<file path="src/rtl/count_capture_fifo.sv">
// count_capture_fifo
//
// Timestamps rising edges of an event strobe by capturing the free-running
// cycle counter into a small show-ahead FIFO that a host drains through a
// valid/ready interface. Neither the counter nor the event source is ever
// stalled: when the FIFO is full and nothing is leaving, the event is dropped
// and recorded in a sticky overflow flag and a saturating drop counter.
//
// Build option:
//   COUNT_CAPTURE_DELTA_EN - when defined, each entry holds the difference
//     between count_in and the previous accepted timestamp (modulo 2^WIDTH)
//     instead of the absolute counter value.
//
// Ports:
//   clk       in   clock, all state updates on posedge
//   rst       in   asynchronous active-high reset
//   count_in  in   [WIDTH]   free-running counter value
//   event_in  in   event strobe (level), rising edges are captured
//   ts_data   out  [WIDTH]   head-of-FIFO timestamp (show-ahead)
//   ts_valid  out  FIFO non-empty
//   ts_ready  in   consumer accepts head when ts_valid & ts_ready
//   level     out  [$clog2(DEPTH)+1] occupancy 0..DEPTH
//   overflow  out  sticky, at least one event dropped
//   drop_cnt  out  [DROP_W]  saturating dropped-event count
//   ovf_clr   in   synchronous clear of overflow and drop_cnt
module count_capture_fifo #(
  parameter int WIDTH  = 32,
  parameter int DEPTH  = 8,
  parameter int DROP_W = 8
) (
  input  logic                       clk,
  input  logic                       rst,
  input  logic [WIDTH-1:0]           count_in,
  input  logic                       event_in,
  output logic [WIDTH-1:0]           ts_data,
  output logic                       ts_valid,
  input  logic                       ts_ready,
  output logic [$clog2(DEPTH):0]     level,
  output logic                       overflow,
  output logic [DROP_W-1:0]          drop_cnt,
  input  logic                       ovf_clr
);

  localparam int AW = $clog2(DEPTH);
  localparam int LW = AW + 1;

  logic [WIDTH-1:0]  mem [DEPTH];
  logic [AW-1:0]     wr_ptr;
  logic [AW-1:0]     rd_ptr;
  logic [LW-1:0]     level_q;
  logic              event_d;
  logic              overflow_q;
  logic [DROP_W-1:0] drop_q;

  logic              edge_det;
  logic              full;
  logic              empty;
  logic              pop;
  logic              push;
  logic              drop;
  logic [WIDTH-1:0]  wr_data;

  assign edge_det = event_in & ~event_d;
  assign full     = (level_q == LW'(DEPTH));
  assign empty    = (level_q == '0);
  assign pop      = ~empty & ts_ready;
  // A full FIFO can still accept an edge when the head leaves on the same
  // clock; the write lands in the slot being vacated.
  assign push     = edge_det & (~full | pop);
  assign drop     = edge_det & full & ~pop;

`ifdef COUNT_CAPTURE_DELTA_EN
  logic [WIDTH-1:0] prev_ts;

  assign wr_data = count_in - prev_ts;

  // Only accepted pushes advance the reference, so the popped deltas always
  // sum to the absolute time of the last stored event.
  always_ff @(posedge clk or posedge rst) begin
    if (rst) begin
      prev_ts <= '0;
    end else if (push) begin
      prev_ts <= count_in;
    end
  end
`else
  assign wr_data = count_in;
`endif

  // Storage needs no reset: ts_data is only meaningful while ts_valid=1.
  always_ff @(posedge clk) begin
    if (push) begin
      mem[wr_ptr] <= wr_data;
    end
  end

  always_ff @(posedge clk or posedge rst) begin
    if (rst) begin
      event_d <= 1'b0;
      wr_ptr  <= '0;
      rd_ptr  <= '0;
      level_q <= '0;
    end else begin
      event_d <= event_in;
      if (push) begin
        wr_ptr <= wr_ptr + AW'(1);
      end
      if (pop) begin
        rd_ptr <= rd_ptr + AW'(1);
      end
      if (push && !pop) begin
        level_q <= level_q + LW'(1);
      end else if (pop && !push) begin
        level_q <= level_q - LW'(1);
      end
    end
  end

  // A drop in the same cycle as ovf_clr wins and restarts the count at 1.
  always_ff @(posedge clk or posedge rst) begin
    if (rst) begin
      overflow_q <= 1'b0;
      drop_q     <= '0;
    end else if (drop) begin
      overflow_q <= 1'b1;
      if (ovf_clr) begin
        drop_q <= DROP_W'(1);
      end else if (drop_q != {DROP_W{1'b1}}) begin
        drop_q <= drop_q + DROP_W'(1);
      end
    end else if (ovf_clr) begin
      overflow_q <= 1'b0;
      drop_q     <= '0;
    end
  end

  assign ts_data  = mem[rd_ptr];
  assign ts_valid = ~empty;
  assign level    = level_q;
  assign overflow = overflow_q;
  assign drop_cnt = drop_q;

endmodule
</file>
<file path="config.mk">
export PLATFORM = sky130hd
export DESIGN_NAME = count_capture_fifo
export DESIGN_NICKNAME = d
export VERILOG_FILES = /design/src/rtl/count_capture_fifo.sv
export SDC_FILE = /design/constraint.sdc
export NUM_CORES = 1
export LEC_CHECK = 0
export BUFFER_PORTS_ARGS = -buffer_cell sky130_fd_sc_hd__buf_2
export CORE_MARGIN = 1.5
export CORE_UTILIZATION = 55
export CTS_BUF_LIST = sky130_fd_sc_hd__clkbuf_8
export CTS_CLUSTER_DIAMETER = 80
export DETAILED_ROUTE_END_ITERATION = 8
export PLACE_DENSITY = 0.74
export SYNTH_ARGS = -nofsm -noshare
export SYNTH_HDL_FRONTEND = slang
export SYNTH_SLANG_ARGS = --single-unit
</file>
<file path="constraint.sdc">
create_clock -name clk -period 5.6 [get_ports clk]
set_input_delay 0.28 -clock clk [delete_from_list [all_inputs] [get_ports clk]]
set_output_delay 0.28 -clock clk [all_outputs]
set_load 0.005 [all_outputs]
</file>
==> reports/metrics.yaml, run 1 <==
internal-power_uw: 4080
cap_violations: 0
finalHoldViolCount: 0
grt_pass1_vias: 5523
wl_met2_um: 10000
pwr-share-seq_pct: 48.4
gr-total-overflow: 0
async_flop_share_pct: 7.25
power_density_nw_per_um2: 458
slew_violations: 0
leakagePower_uw: 0.00423
yosys_warnings: 0
dr.pass1.iters: 4
initial_core_util_pct: 56.6
setup-tns-final_ns: 0
maxUsedRoutingLayer: "met4"
setup_viol: 0
clockRootBuffer: "clkbuf_8"
synth-seq-cells: 276
crit_arrival_ns: 3.12
endpoint_kind: "primary output"
antenna_left: 0
synth_cells: 484
cts_tree: "yes"
dp_hpwl_um: 11200
gp_congestion: 0.767
wl_met3_um: 1170
outcome: "finished, final reports clean"
cp_slowest_cell: "dfrtp_4"
final.setup_skew_ns: 0.0223
grt_max_degree: 46
cts-htree-levels: 2
drive_above_1_share_pct: 39.6
num_rows: 50
wl_per_cell_um: 21.9
critPathTopFamily: "flip-flops"
dieArea_sq_um: 20300
antenna_found_initial: 2
grtUsageTotal_pct: 20.4
grt_pass1_wl_um: 30400
cts_inserted_buffers: 43
fillCellCount: 1292
syn_avg_cell_area_sq_um: 22.1
clock.fmax_mhz: 294
cts_buffer_depth: 3
routed_via_density: 5.70
max_stage_delay_ns: 1.02
synth_edf_count: 256
clk_latency_ns: 0.54
nNetsFinal: 650
syn-cell-area_sq_um: 10700
power.net_switching_uw: 1570
wl_met1_um: 8170
cts.sinks: 276
max_slew_margin_pct: 32.8
final_cell_area_sq_um: 12300
die-width_um: 142
clk_pin_slew_ns: 0.06
cts-resized-gates: 0
p_clk_share_pct: 26.8
ioPinCount: 83
drtIter0Drc: 395
synth_fp_nets: 528
hold_path.class: "in2reg"
swShare_pct: 27.7
vias: 5138
ys_types: 45
finalCritPeriodShare_pct: 60.6
ir_drop_mv: 0.373
critPathKind: "reg2out"
rsz0062_at_grt: "no"
crit_fanout: 45
ys_seq_area_share_pct: 76.5
tightest_slew_ns: 1.01
critical_path_buf_inv_count: 2
synth_top_flop_cell: "edfxtp_1"
layout_min_cycle_time_ns: 3.40
wl_um: 19800
pwr-share-comb_pct: 24.8
core_area_sq_um: 18900
port_buffers: 82
area_delta_synth_final_pct: 15.2
drc: 0
startpoint_type: "register"
cp.required_ns: 5.32
path_cells: "buf_4 > mux4_2 > mux2_2 > buf_2"
die_h_um: 142
dpl-instance-area_sq_um: 11500
## power by group through the flow
| stage | registers (uW) | logic (uW) | clock network [uW] |
|---|---|---|---|
| finish | 2730 | 1400 | 1520 |
| floorplan | 2550 | 1120 | 0 |
| global route | 2770 | 1510 | 1640 |
| CTS | 2750 | 1420 | 1550 |
| detailed placement | 2790 | 1410 | 0 |
| global placement | 2770 | 1380 | 0 |
## placed cells by master (no fill, tap or decap), types with 3 or more instances in the layout
| master | instances |
|---|---|
| buf_4 | 12 |
| nor3_2 | 3 |
| xnor2_1 | 4 |
| dfrtp_1 | 17 |
| nand2b_1 | 5 |
| nand2_1 | 8 |
| ha_1 | 6 |
| mux2_2 | 33 |
| clkinv_1 | 7 |
| a21oi_1 | 6 |
| nor2_4 | 6 |
| and3_1 | 3 |
| inv_1 | 29 |
| buf_2 | 82 |
| o21ai_0 | 3 |
| mux4_2 | 64 |
| edfxtp_1 | 256 |
| clkbuf_8 | 46 |
| dlygate4sd3_1 | 5 |
## flip-flops by register name (all words and copies together) (netlist names)
name      cells
wr_ptr        3
overflow      1
drop_cnt      8
mem         256
level         4
rd_ptr        3
event_d       1
## path summary, 6_finish.rpt
check	startpoint	slack, ns	cells after the start	to
setup / recovery	rd_ptr[0]	2.20	4	ts_data[3]
hold / removal	count_in[24]	0.02	1	mem[4][24]
setup reg to reg	level[0]	2.50	9	level[3]
hold reg to reg	wr_ptr[0]	0.51	1	wr_ptr[0]
max in group asynchronous	rst	4.57	3	rd_ptr[0]
min in group asynchronous	rst	0.45	3	drop_cnt[7]
## metrics by stage
stage / utilization [%] / instances / hold slack, ns / total power (uW) / worst slack, ns
finish: 65.3 / 901 / 0.0218 / 5650 / 2.20
global route: 65.3 / 900 / 0.00775 / 5920 / 2.01
CTS: 65.3 / 899 / 0.00204 / 5720 / 2.12
detailed placement: 60.9 / 816 / 0.424 / 4190 / 2.56
global placement: 60.9 / 816 / 0.422 / 4150 / 2.71
floorplan: - / 484 / 0.244 / 3670 / 1.76
## layout make-up
cell class | count | area (sq um) | share of cell area (%)
flip-flops and latches | 276 | 8190 | 66.4
multi-input cells | 179 | 2450 | 19.9
clock buffers | 46 | 633 | 5.13
repair buffers | 99 | 551 | 4.46
well taps | 260 | 325 | 2.64
clock inverters | 32 | 149 | 1.21
inverters | 7 | 26.3 | 0.213
diodes | 2 | 5.00 | 0.0406
## layer usage
metal  vias to the layer above  track usage, %
met5                         -               0
met4                         0            6.13
met3                        35            5.05
met2                       157            34.8
met1                      2668            26.1
li1                       2278               -
## cell families after synthesis
logic type | Yosys count | synth area share (%)
XOR/XNOR | 6 | 0.491
adder cells (fa/ha/maj) | 7 | 0.888
AO/OA/AOI/OAI | 24 | 1.58
flip-flops | 276 | 76.5
AND/OR/NAND/NOR | 42 | 2.19
multiplexers | 100 | 17.2
buffers and inverters | 29 | 1.11
## worst register-to-register path, delay by kind of cell, from the launching register on
family | cells | cell delay (ns)
buffers and inverters | 1 | 0.12
AO/OA/AOI/OAI | 5 | 1.70
flip-flops | 1 | 0.46
AND/OR/NAND/NOR | 1 | 0.11
adder cells (fa/ha/maj) | 2 | 0.59
## repair_timing
item	4_1_cts	5_1_grt
hold buffers	5	0
setup buffers	0	0
hold endpoints to repair	29	0
## synth_stat cells (all sizes together) (2+ instances only)
master	count	area (sq um)
buf	11	51.3
a21oi	6	30.0
a31oi	2	12.5
inv	7	26.3
dfrtp	20	500
o31ai	2	15.0
mux4	64	1440
xor2	2	17.5
or4	2	15.0
nand2b	5	31.3
mux2	35	394
o21ai	4	20.0
and3	3	18.8
xnor2	4	35.0
edfxtp	256	7690
clkbuf	11	41.3
a311oi	2	23.8
and4	2	17.5
nor3	5	30.0
ha	6	75.1
nand3	2	10.0
nand2	8	30.0
nor2	8	30.0
Power figures use the tool's default switching activity.
==> inputs of run 2 (changes only) <==
- ABC_AREA: default -> 1
- PLACE_DENSITY: 0.74 -> 0.77
- clock period: 5.6 -> 2.88 ns (I/O delays scaled with it)
==> run 2 against run 1 <==
Non-clock buffer count rose by 36. Critical path type unchanged. Largest cell class unchanged. First-iteration DRC count grew 37%. Global-route usage up 1.1 points. Die area up 4.3%. Clock-buffer cell count is 2 lower.
==> reports/metrics.yaml, run 2 <==
synth_top_flop_cell: "edfxtp_1"
outcome: "finished, final reports clean"
vias: 7293
fillCellCount: 1385
clk_latency_ns: 0.54
cts-htree-levels: 2
wl_per_cell_um: 16.5
setup_ws_ns: 0.333
drive_above_1_share_pct: 15.1
antenna_left: 0
clockRootBuffer: "clkbuf_8"
syn-cell-area_sq_um: 11200
synth_cells: 936
largest_register: "mem"
hold_path.class: "in2reg"
routed_via_density: 5.34
dp_slack_ns: 0.722
finalHoldViolCount: 0
max_stage_delay_ns: 0.86
die_h_um: 146
yosys-top-cells-area: "edfxtp_1, nor2_1, o21ai_0"
layout_common_cells: "edfxtp_1, nor2_1, nand2_1, o21ai_0, buf_2"
gr-total-overflow: 0
port_buffers: 82
cts_inserted_buffers: 43
layout_min_cycle_time_ns: 2.55
tightest_slew_ns: 0.772
gp_congestion: 0.820
antenna_found_initial: 0
rrSetupSlack_ns: 0.71
ioPinCount: 83
synth.most_common_cell: "edfxtp_1"
hold_depth: 2
grt_pass1_vias: 7284
dp_hpwl_um: 12500
cts.sinks: 276
yosys_warnings: 0
max_slew_margin_pct: 48.5
power_uw: 11900
nNetsFinal: 1111
wl_um: 22600
r2r-start: "level[0]"
r2r_end: "mem[7][16]"
startpoint_type: "register"
grtUsageTotal_pct: 21.5
async_flop_share_pct: 7.25
die-width_um: 146
mostFrequentLayoutCell: "edfxtp_1"
dieArea_sq_um: 21200
fin_cells: 1367
rsz0062_at_grt: "no"
synthTopCellsByCount: "edfxtp_1, nor2_1, nand2_1"
slew_violations: 0
cts_tree: "yes"
largest_register_ffs: 256
synth-seq-cells: 276
critical_path_buf_inv_count: 2
netlist.area_leader.share_pct: 68.8
drc: 0
dr.pass1.iters: 5
area_delta_synth_final_pct: 16.9
num_rows: 51
setup_viol: 0
cp.depth: 7
critPathKind: "reg2out"
grt_max_degree: 130
post-cts-setup-buffers: 0
endpoint_kind: "primary output"
final.setup_skew_ns: 0.00907
cap_violations: 0
yosysTopAreaCell: "edfxtp_1"
cts_buffer_depth: 3
syn_avg_cell_area_sq_um: 11.9
path_cells: "buf_4 > nor2_1 > o21ai_0 > o21ai_0 > nand2_1 > nand2_1 > buf_2"
synth_fp_nets: 980
setup-tns-final_ns: 0
power_density_nw_per_um2: 907
antenna_cells: 0
leakagePower_uw: 0.00488
core_area_sq_um: 19700
cp.required_ns: 2.74
ys_seq_area_share_pct: 73.2
critPathTopFamily: "flip-flops"
r2r_cells: 7
clk_pin_slew_ns: 0.06
crit_fanout: 63
finalCritPeriodShare_pct: 88.4
min_from: "event_in"
clock.fmax_mhz: 393
dp.cells: 1251
hold-path-endpoint: "event_d"
initial_core_util_pct: 56.7
crit_arrival_ns: 2.40
cp_slowest_cell: "dfrtp_4"
synth_edf_count: 256
drtIter0Drc: 540
ys_types: 30
finalCoreUtilization_pct: 66.3
ir_drop_mv: 0.553
grt_pass1_wl_um: 36200
-- run 2: cell count changes after synthesis, moves of 5 or more --
cell / change
nand2b_1: -5
o21ai_0: +142
clkbuf_2: +7
a21oi_1: -5
inv_1: +11
nand3_1: +5
buf_6: +5
mux2_2: -32
mux4_2: -64
buf_2: +13
nor2_1: +205
nand2_1: +140
o21ai_1: +49
-- run 2: layout make-up --
cell class                      count  area, sq um  area share (%)
Sequential cell                   276         8200            62.7
Multi-Input combinational cell    591         2680            20.5
Timing Repair Buffer              135          986            7.54
Clock buffer                       44          606            4.63
Tap cell                          265          332            2.54
Clock inverter                     36          201            1.54
Inverter                           20         76.3           0.584
-- run 2: worst max path at each step --
stage / from / slack, ns / to
global placement: level[0] / 0.82 / mem[4][20]
global route: rd_ptr[0] / 0.16 / ts_data[23]
CTS: rd_ptr[0] / 0.31 / ts_data[1]
floorplan: level[0] / 0.09 / mem[0][0]
detailed placement: level[0] / 0.72 / mem[7][14]
finish: rd_ptr[1] / 0.33 / ts_data[1]
-- run 2: per-layer routing --
| layer | routed length [um] | GRT usage [%] |
|---|---|---|
| met1 | 9640 | 28.3 |
| met5 | 0 | 0 |
| met3 | 1250 | 3.76 |
| met2 | 11400 | 36.7 |
| met4 | 359 | 6.99 |
-- run 2: kinds of logic after synthesis --
| kind of cell | count (synthesis) | synth area share [%] |
|---|---|---|
| AOI/OAI and AO/OA | 198 | 8.91 |
| muxes | 1 | 0.101 |
| xor gates and xnor gates | 7 | 0.548 |
| DFF | 276 | 73.2 |
| adders and majority gates | 7 | 0.851 |
| buffers and inverters | 69 | 3.35 |
| and+or+nand+nor | 378 | 13.0 |
-- run 2: power by group --
group,total (uW),internal (uW),switching (uW)
sequential,4980,4720,258
combinational,3830,1380,2440
clock,3060,1610,1450
-- run 2: per-stage QoR --
| stage | area, sq um | hold slack (ns) |
|---|---|---|
| CTS | 13100 | 0.248 |
| finish | 13100 | 0.264 |
| detailed placement | 11900 | 0.276 |
| floorplan | 11200 | 0.108 |
| global route | 13100 | 0.248 |
| global placement | 11900 | 0.278 |
-- run 2: what timing repair did --
item                                   in CTS  in global routing
hold buffers                               36                  0
resized for setup                           0                  0
endpoints found under the hold margin     283                  0
==> inputs of run 3 (changes only) <==
--- a/constraint.sdc
+++ b/constraint.sdc
@@ -3,2 +3,2 @@
 set_output_delay 0.144 -clock clk [all_outputs]
-set_load 0.005 [all_outputs]
+set_load 0.1 [all_outputs]
==> run 3 against run 2 <==
Via count decreased by 0.93%. Critical path depth increased by 1. Sequential share of layout area about the same. Critical path type unchanged. Critical endpoint is now ts_data[6]. First-iteration DRC count decreased by 1.5%. Worst hold slack improved by 0.0095 ns. Non-clock buffer count increased by 2. Clock skew increased by 0.014 ns.
==> reports/metrics.yaml, run 3 (synthesized netlist as in run 2, its figures left out) <==
outcome: "finished, final reports clean"
drc: 0
cap_violations: 0
ioPinCount: 83
die-width_um: 146
mostFrequentLayoutCell: "edfxtp_1"
finalCoreUtilization_pct: 66.3
cts_tree: "yes"
wl_met3_um: 1250
die_h_um: 146
grt_pass1_wl_um: 36500
grt_max_degree: 82
crit_fanout: 34
largest_register: "mem"
dr.pass1.iters: 4
cts_buffer_depth: 3
cts-htree-levels: 2
largest_register_ffs: 256
grt_pass1_vias: 7304
area_delta_synth_final_pct: 16.9
setup-tns-final_ns: 0
cp.required_ns: 2.74
clk_latency_ns: 0.55
tightest_slew_ns: 0.754
cp.depth: 8
routed_via_density: 5.29
r2r_end: "mem[5][1]"
rsz0062_at_grt: "no"
drtIter0Drc: 532
cts.sinks: 276
clock.fmax_mhz: 369
antenna_found_initial: 1
dieArea_sq_um: 21200
port_buffers: 82
cts_inserted_buffers: 42
critPathTopFamily: "buffers and inverters"
gp_congestion: 0.799
rrSetupSlack_ns: 0.75
r2r_cells: 8
crit_arrival_ns: 2.57
slew_violations: 0
cp_slowest_cell: "dfrtp_4"
finalCritPeriodShare_pct: 94.1
clk_pin_slew_ns: 0.06
vias: 7225
wl_per_cell_um: 16.7
post-cts-setup-buffers: 0
grtUsageTotal_pct: 22.0
final.setup_skew_ns: 0.0226
critical_path_buf_inv_count: 2
wl_met2_um: 11200
drive_above_1_share_pct: 15.0
num_rows: 51
wl_met1_um: 9680
initial_core_util_pct: 56.7
max_slew_margin_pct: 49.7
wl_um: 22800
critPathKind: "reg2out"
antenna_left: 0
layout_common_cells: "edfxtp_1, nor2_1, nand2_1, o21ai_0, buf_2"
startpoint_type: "register"
setup_viol: 0
nNetsFinal: 1112
layout_min_cycle_time_ns: 2.71
hold_path.class: "in2async"
core_area_sq_um: 19700
gr-total-overflow: 0
endpoint_kind: "primary output"
clockRootBuffer: "clkbuf_8"
path_cells: "buf_4 > nor2_1 > nor2_1 > o21ai_0 > o21ai_0 > nand2_1 > nand2_1 > buf_2"
r2r-start: "level[3]"
maxUsedRoutingLayer: "met4"
max_stage_delay_ns: 0.62
finalHoldViolCount: 0
dp_hpwl_um: 12300
[run 3: changes by cell type in the layout (fill, tap and decap cells not counted), moves of 2 or more]
cell and change:
buf_2 -10, clkinv_2 -3, bufinv_16 -2, clkinv_1 -2
clkbuf_4 +10, dfrtp_1 -2, buf_4 -2, inv_1 +5
dfrtp_2 +2, buf_6 +3
[run 3: how the worst max path moves through the flow]
| stage | start | end |
|---|---|---|
| 2_1_floorplan | level[2] | mem[1][0] |
| 3_3_place_gp | level[3] | mem[7][8] |
| 3_5_place_dp | rd_ptr[0] | ts_data[16] |
| 4_1_cts | rd_ptr[0] | ts_data[16] |
| 5_1_grt | rd_ptr[0] | ts_data[6] |
| 6_report | rd_ptr[0] | ts_data[6] |
[run 3: metal layers]
layer | vias up | GRT usage (%)
met5 | - | 0
met4 | 0 | 9.44
met3 | 52 | 4.36
met2 | 226 | 36.4
met1 | 3420 | 28.7
li1 | 3527 | -
[run 3: worst min-delay path, delay by kind of cell]
kind / cells / cell delay (ns)
buffers and inverters: 3 / 1.20
[run 3: final cells by class]
| class | count | area (sq um) |
|---|---|---|
| fill | 1438 | 6650 |
| multi-input combinational | 591 | 2680 |
| tap | 265 | 332 |
| antenna | 1 | 2.50 |
| inverter | 20 | 76.3 |
| sequential | 276 | 8200 |
| timing repair buffer | 137 | 1050 |
| clock inverter | 34 | 140 |
| clock buffer | 43 | 592 |
[run 3: repair_timing]
action / CTS / global route
resized for setup: 0 / 13
hold buffers: 36 / 0
hold endpoints to repair: 283 / 0
setup endpoints to repair: 0 / 15
[run 3: per-stage QoR]
stage               hold slack, ns  setup WS [ns]  cell area, sq um  cells
floorplan                    0.108         -0.406             11200    936
global placement             0.266          0.766             11900   1253
detailed placement           0.269          0.720             11900   1253
CTS                          0.227          0.120             13000   1366
global route                 0.267        0.00493             13100   1366
finish                       0.273          0.170             13100   1367
Power of run 3 is left out: the tool's default activity adds up to more than one toggle a clock period on the data nets, which glitch-free logic cannot reach.
